<file path="config.mk">
export PLATFORM = sky130hd
export DESIGN_NAME = demux_1x2_32bits
export DESIGN_NICKNAME = d
export VERILOG_FILES = /design/src/rtl/demux_1x2_32bits.sv
export SDC_FILE = /design/constraint.sdc
export NUM_CORES = 1
export LEC_CHECK = 0
export ABC_AREA = 1
export CORE_UTILIZATION = 47
export CTS_BUF_LIST = sky130_fd_sc_hd__clkbuf_8 sky130_fd_sc_hd__clkbuf_16
export CTS_CLUSTER_DIAMETER = 150
export DETAILED_ROUTE_END_ITERATION = 8
export PLACE_DENSITY = 0.9
export SLEW_MARGIN = 20
export SYNTH_ARGS = -nofsm -noshare
export SYNTH_HDL_FRONTEND = slang
export SYNTH_SLANG_ARGS = --single-unit
</file>
<file path="constraint.sdc">
create_clock -name Clk -period 1.2 [get_ports Clk]
set_clock_uncertainty 0.05 [all_clocks]
set_input_delay 0.18 -clock Clk [delete_from_list [all_inputs] [get_ports Clk]]
set_output_delay 0.18 -clock Clk [all_outputs]
set_load 0.01 [all_outputs]
</file>
<file path="src/rtl/demux_1x2_32bits.sv">
// demux_1x2_32bits
// Registered 1-to-2 demultiplexer with valid/ready handshakes. Each input word
// is steered by its sel bit into one of two single-entry output buffers (A/B),
// so a stalled consumer only blocks words that are headed for it.
//
// Optional feature: define DEMUX_STATS_EN to add saturating 16-bit
// delivered-word counters (A_count / B_count).
//
// Buffer FSM (one per output):
//   state | meaning
//   EMPTY | buffer holds no word, X_valid = 0
//   FULL  | buffer holds a word,  X_valid = 1, data held until taken
module demux_1x2_32bits #(
    parameter int WIDTH = 32
) (
    input  logic             Clk,
    input  logic             reset,
    input  logic             in_valid,
    output logic             in_ready,
    input  logic             sel,
    input  logic [WIDTH-1:0] IN,
    output logic             A_valid,
    input  logic             A_ready,
    output logic [WIDTH-1:0] A,
    output logic             B_valid,
    input  logic             B_ready,
    output logic [WIDTH-1:0] B
`ifdef DEMUX_STATS_EN
    ,
    output logic [15:0]      A_count,
    output logic [15:0]      B_count
`endif
);

    localparam logic [0:0] EMPTY = 1'b0;
    localparam logic [0:0] FULL  = 1'b1;

    logic [0:0] state_a, state_a_nxt;
    logic [0:0] state_b, state_b_nxt;
    logic       in_xfer;
    logic       load_a, load_b;
    logic       out_a, out_b;

    assign A_valid = (state_a == FULL);
    assign B_valid = (state_b == FULL);

    // A destination can take a word when empty or when it is being drained
    // this cycle; deliberately independent of in_valid.
    always_comb begin
        in_ready = sel ? (!B_valid || B_ready) : (!A_valid || A_ready);
    end

    assign in_xfer = in_valid && in_ready;
    assign load_a  = in_xfer && !sel;
    assign load_b  = in_xfer &&  sel;
    assign out_a   = A_valid && A_ready;
    assign out_b   = B_valid && B_ready;

    // Next-state logic for buffer A; a reload while draining stays FULL.
    always_comb begin
        state_a_nxt = state_a;
        case (state_a)
            EMPTY:   if (load_a) state_a_nxt = FULL;
            FULL:    if (out_a && !load_a) state_a_nxt = EMPTY;
            default: state_a_nxt = EMPTY;
        endcase
    end

    // Next-state logic for buffer B.
    always_comb begin
        state_b_nxt = state_b;
        case (state_b)
            EMPTY:   if (load_b) state_b_nxt = FULL;
            FULL:    if (out_b && !load_b) state_b_nxt = EMPTY;
            default: state_b_nxt = EMPTY;
        endcase
    end

    // State registers; reset discards anything held or in flight.
    always_ff @(posedge Clk) begin
        if (reset) begin
            state_a <= EMPTY;
            state_b <= EMPTY;
        end else begin
            state_a <= state_a_nxt;
            state_b <= state_b_nxt;
        end
    end

    // Data registers load on an input transfer to their buffer, else hold.
    always_ff @(posedge Clk) begin
        if (reset) begin
            A <= '0;
            B <= '0;
        end else begin
            if (load_a) A <= IN;
            if (load_b) B <= IN;
        end
    end

`ifdef DEMUX_STATS_EN
    // Saturating delivered-word counters, one per output.
    always_ff @(posedge Clk) begin
        if (reset) begin
            A_count <= '0;
            B_count <= '0;
        end else begin
            if (out_a && (A_count != 16'hFFFF)) A_count <= A_count + 16'd1;
            if (out_b && (B_count != 16'hFFFF)) B_count <= B_count + 16'd1;
        end
    end
`endif

endmodule

</file>
==> results.py <==
metrics = {
    "pwr": {
        "p_total_uw": 5850,
        "pwr-share-seq_pct": 41.7,
        "internal-power_uw": 4250,
        "p_leak_uw": 0.00274,
        "power_switching_share_pct": 27.2,
        "p_sw_uw": 1590,
        "p_comb_share_pct": 20.8,
        "p_clk_share_pct": 37.5,
        "powerDensity_nw_per_um2": 1200,
        "ir_worst_vdd_v": 0.000686,
    },
    "logic_synthesis": {
        "synth_warnings": 0,
        "synth_nets": 569,
        "synth_seq_cells": 66,
        "syn_area_um2": 3350,
        "yosys.area.top_type_share_pct": 39.5,
        "async_flop_share_pct": 0,
        "synthFlopType": "dfxtp_1",
        "postSynthCellCount": 531,
        "yosysMostFrequentCell": "inv_1",
        "synth.avg_cell_area_um2": 6.30,
        "synth_cell_types": 16,
        "ys_seq_area_share_pct": 39.5,
        "yosysTopAreaCell": "dfxtp_1",
        "yosys-top-cells-area": "dfxtp_1 39%, inv_1 18%, nand2_1 15%, nand4_1 12%, nor2_1 7.3%",
        "synth_commonest_cells": "164 x inv_1, 132 x nand2_1, 66 x dfxtp_1",
        "synth-edff-count": 0,
    },
    "setup_path": {
        "reg2reg_slack_ns": -0.15,
        "cp.arrival_ns": 1.19,
        "crit_start": "A_ready",
        "required_ns": 0.97,
        "critPathTopFamily": "buffers and inverters",
        "slowest_stage": "clkdlybuf4s50_1",
        "worst-path-buf-inv": 3,
        "cp-end-kind": "output port",
        "r2r_cells": 8,
        "max_stage_delay_ns": 0.47,
        "worstReg2RegStart": "A_valid$_SDFF_PP0_",
        "crit_type": "input pin to output port",
        "path_cells": "clkdlybuf4s50_1, inv_2, nand2_4, nor2_2, a31oi_1, buf_2",
        "start_kind": "input pin",
        "crit_fanout": 2,
        "rr_endpoint": "A[24]$_SDFFE_PP0P_",
    },
    "layout": {
        "drive_gt1_share_pct": 12.3,
        "num_antenna_cells": 0,
        "nNetsFinal": 682,
        "layout.filler_cells": 559,
        "final_cells": 745,
        "stdcell_area_um2": 4870,
        "syn_to_final_growth_pct": 45.4,
    },
    "sta": {
        "worst_slew_pin_slew_ns": 0.319,
        "final-hold-violation-count": 0,
        "rsz0062_at_grt": "true",
        "clock.fmax_mhz": 704,
        "setup_slack_ns": -0.221,
        "relSlewSlack_pct": 78.7,
        "min_period_over_period_pct": 118,
        "setup_viol": 35,
        "fin_tns_setup_ns": -3.45,
        "min_period_ns": 1.42,
        "drv_slew": 0,
    },
    "floorplan": {
        "die_h_um": 86.4,
        "num_rows": 30,
        "fp.dieW_um": 86.4,
        "initial_utilization_pct": 49.0,
        "ios": 105,
        "core_area_um2": 6830,
        "die_area_um2": 7460,
    },
    "global_route": {
        "grt_max_degree": 35,
        "track_usage_pct": 25.3,
        "grt_pass1_wl_um": 14800,
        "grt-ovfl-total": 0,
        "first_global_vias": 3264,
        "antenna_found_initial": 0,
    },
    "detailed_routing": {
        "detail_route.wirelength_um": 9800,
        "via_per_inst": 4.79,
        "drt_iter0_drc": 193,
        "drcViolationCount": 0,
        "drt.antenna.violating_nets": 0,
        "dr_total_vias": 3566,
        "firstDrtPassIters": 5,
        "wl_per_cell_um": 13.2,
    },
    "cts": {
        "path_clk_slew_ns": 0.07,
        "clockRootBuffer": "clkbuf_8",
        "max-clock-path-buffers": 2,
        "htreeDepth": 3,
        "cts_tree": "done",
        "numClockSinks": 66,
        "clk_latency_ns": 0.34,
        "cts_buffers": 9,
    },
    "placement": {
        "portBuffers": 104,
        "dp.cells": 719,
        "gp_congestion": 0.861,
        "dp_hpwl_um": 6290,
        "dpl_cell_area_um2": 4520,
    },
    "hold_path": {
        "hp-start": "in_valid",
        "min_to": "B[22]$_SDFFE_PP0P_",
        "whs_path_depth": 4,
        "hold_path_class": "input pin to flop",
    },
    "job": {
        "cap_viol_max_count": 0,
    },
    "run_status": {
        "violations": "negative setup slack",
        "status": "complete, but fails checks",
    },
}
-- sequential cells by signal, summed over array words and instances, names as in the netlist --
signal	cells
A_valid	1
B_valid	1
B	32
A	32
-- tightest hold or removal path, stage by stage --
cell and delay (ns):
buf_2 0.20, nand4_1 0.13, nand2_1 0.05, nor2_1 0.07
-- power groups by stage --
stage               clock network [uW]  registers, uW  logic [uW]
floorplan                            0           2540         567
global placement                     0           2480        1180
detailed placement                   0           2480        1210
CTS                               2210           2430        1140
global route                      2310           2450        1340
finish                            2190           2440        1210
-- timing repair --
| action | 4_1_cts | 5_1_grt |
|---|---|---|
| buffers inserted | 0 | 4 |
| gates resized for setup | 97 | 66 |
| pin swaps | 1 | 7 |
| hold buffers | 0 | 0 |
| setup endpoints to repair | 133 | 119 |
| cloned | 0 | 6 |
-- worst max-delay path by stage --
stage,endpoint,cells past startpoint,slack (ns)
3_5_place_dp,in_ready,6,-0.68
2_1_floorplan,in_ready,4,0.02
4_1_cts,A[16]$_SDFFE_PP0P_,9,-0.26
6_report,in_ready,6,-0.22
3_3_place_gp,in_ready,6,-0.69
5_1_grt,in_ready,6,-0.24
-- area by class of cell --
class	instances	area [um2]	share of cell area (%)
Clock inverter	4	72.6	1.49
Inverter	166	626	12.9
Timing Repair Buffer	135	1350	27.8
Tap cell	96	120	2.47
Sequential cell	66	1320	27.2
Multi-Input combinational cell	266	1210	24.8
Clock buffer	12	165	3.39
-- metal layers --
metal	vias up	GRT usage (%)	part of all wire, %
li1	1765	-	-
met1	1600	30.7	41
met2	185	42.9	49
met3	16	7.24	9.3
met4	0	9.09	1.1
met5	-	0	0
-- cells by family (layout without fill, tap and decap cells) --
family / after synthesis / after routing / share of synthesized area [%]
AOI/OAI and AO/OA: 1 / 1 / 0.187
and+or+nand+nor: 265 / 265 / 35.3
DFF: 66 / 66 / 39.5
buffers and inverters: 199 / 317 / 25.1
-- per-stage QoR --
step / worst slack, ns / hold slack, ns / utilization [%]
finish: -0.221 / 0.276 / 71.2
global route: -0.244 / 0.294 / 71.2
CTS: -0.263 / 0.270 / 69.0
detailed placement: -0.676 / 0.449 / 66.2
global placement: -0.690 / 0.447 / 66.2
floorplan: 0.0244 / 0.366 / -
-- cell usage in the layout (no fill, tap or decap) --
| master | instances |
|---|---|
| a31oi_1 | 1 |
| buf_12 | 8 |
| buf_2 | 3 |
| buf_4 | 16 |
| buf_6 | 2 |
| bufinv_16 | 2 |
| clkbuf_16 | 5 |
| clkbuf_2 | 18 |
| clkbuf_8 | 12 |
| clkdlybuf4s15_1 | 36 |
| clkdlybuf4s50_1 | 34 |
| clkinv_2 | 1 |
| clkinvlp_4 | 1 |
| dfxtp_1 | 64 |
| dfxtp_2 | 2 |
| dlygate4sd2_1 | 12 |
| dlymetal6s2s_1 | 1 |
| inv_1 | 162 |
| inv_2 | 3 |
| inv_4 | 1 |
| nand2_1 | 132 |
| nand2_4 | 2 |
| nand3_4 | 2 |
| nand4_1 | 64 |
| nor2_1 | 63 |
| nor2_2 | 2 |
Power figures use the tool's default switching activity.
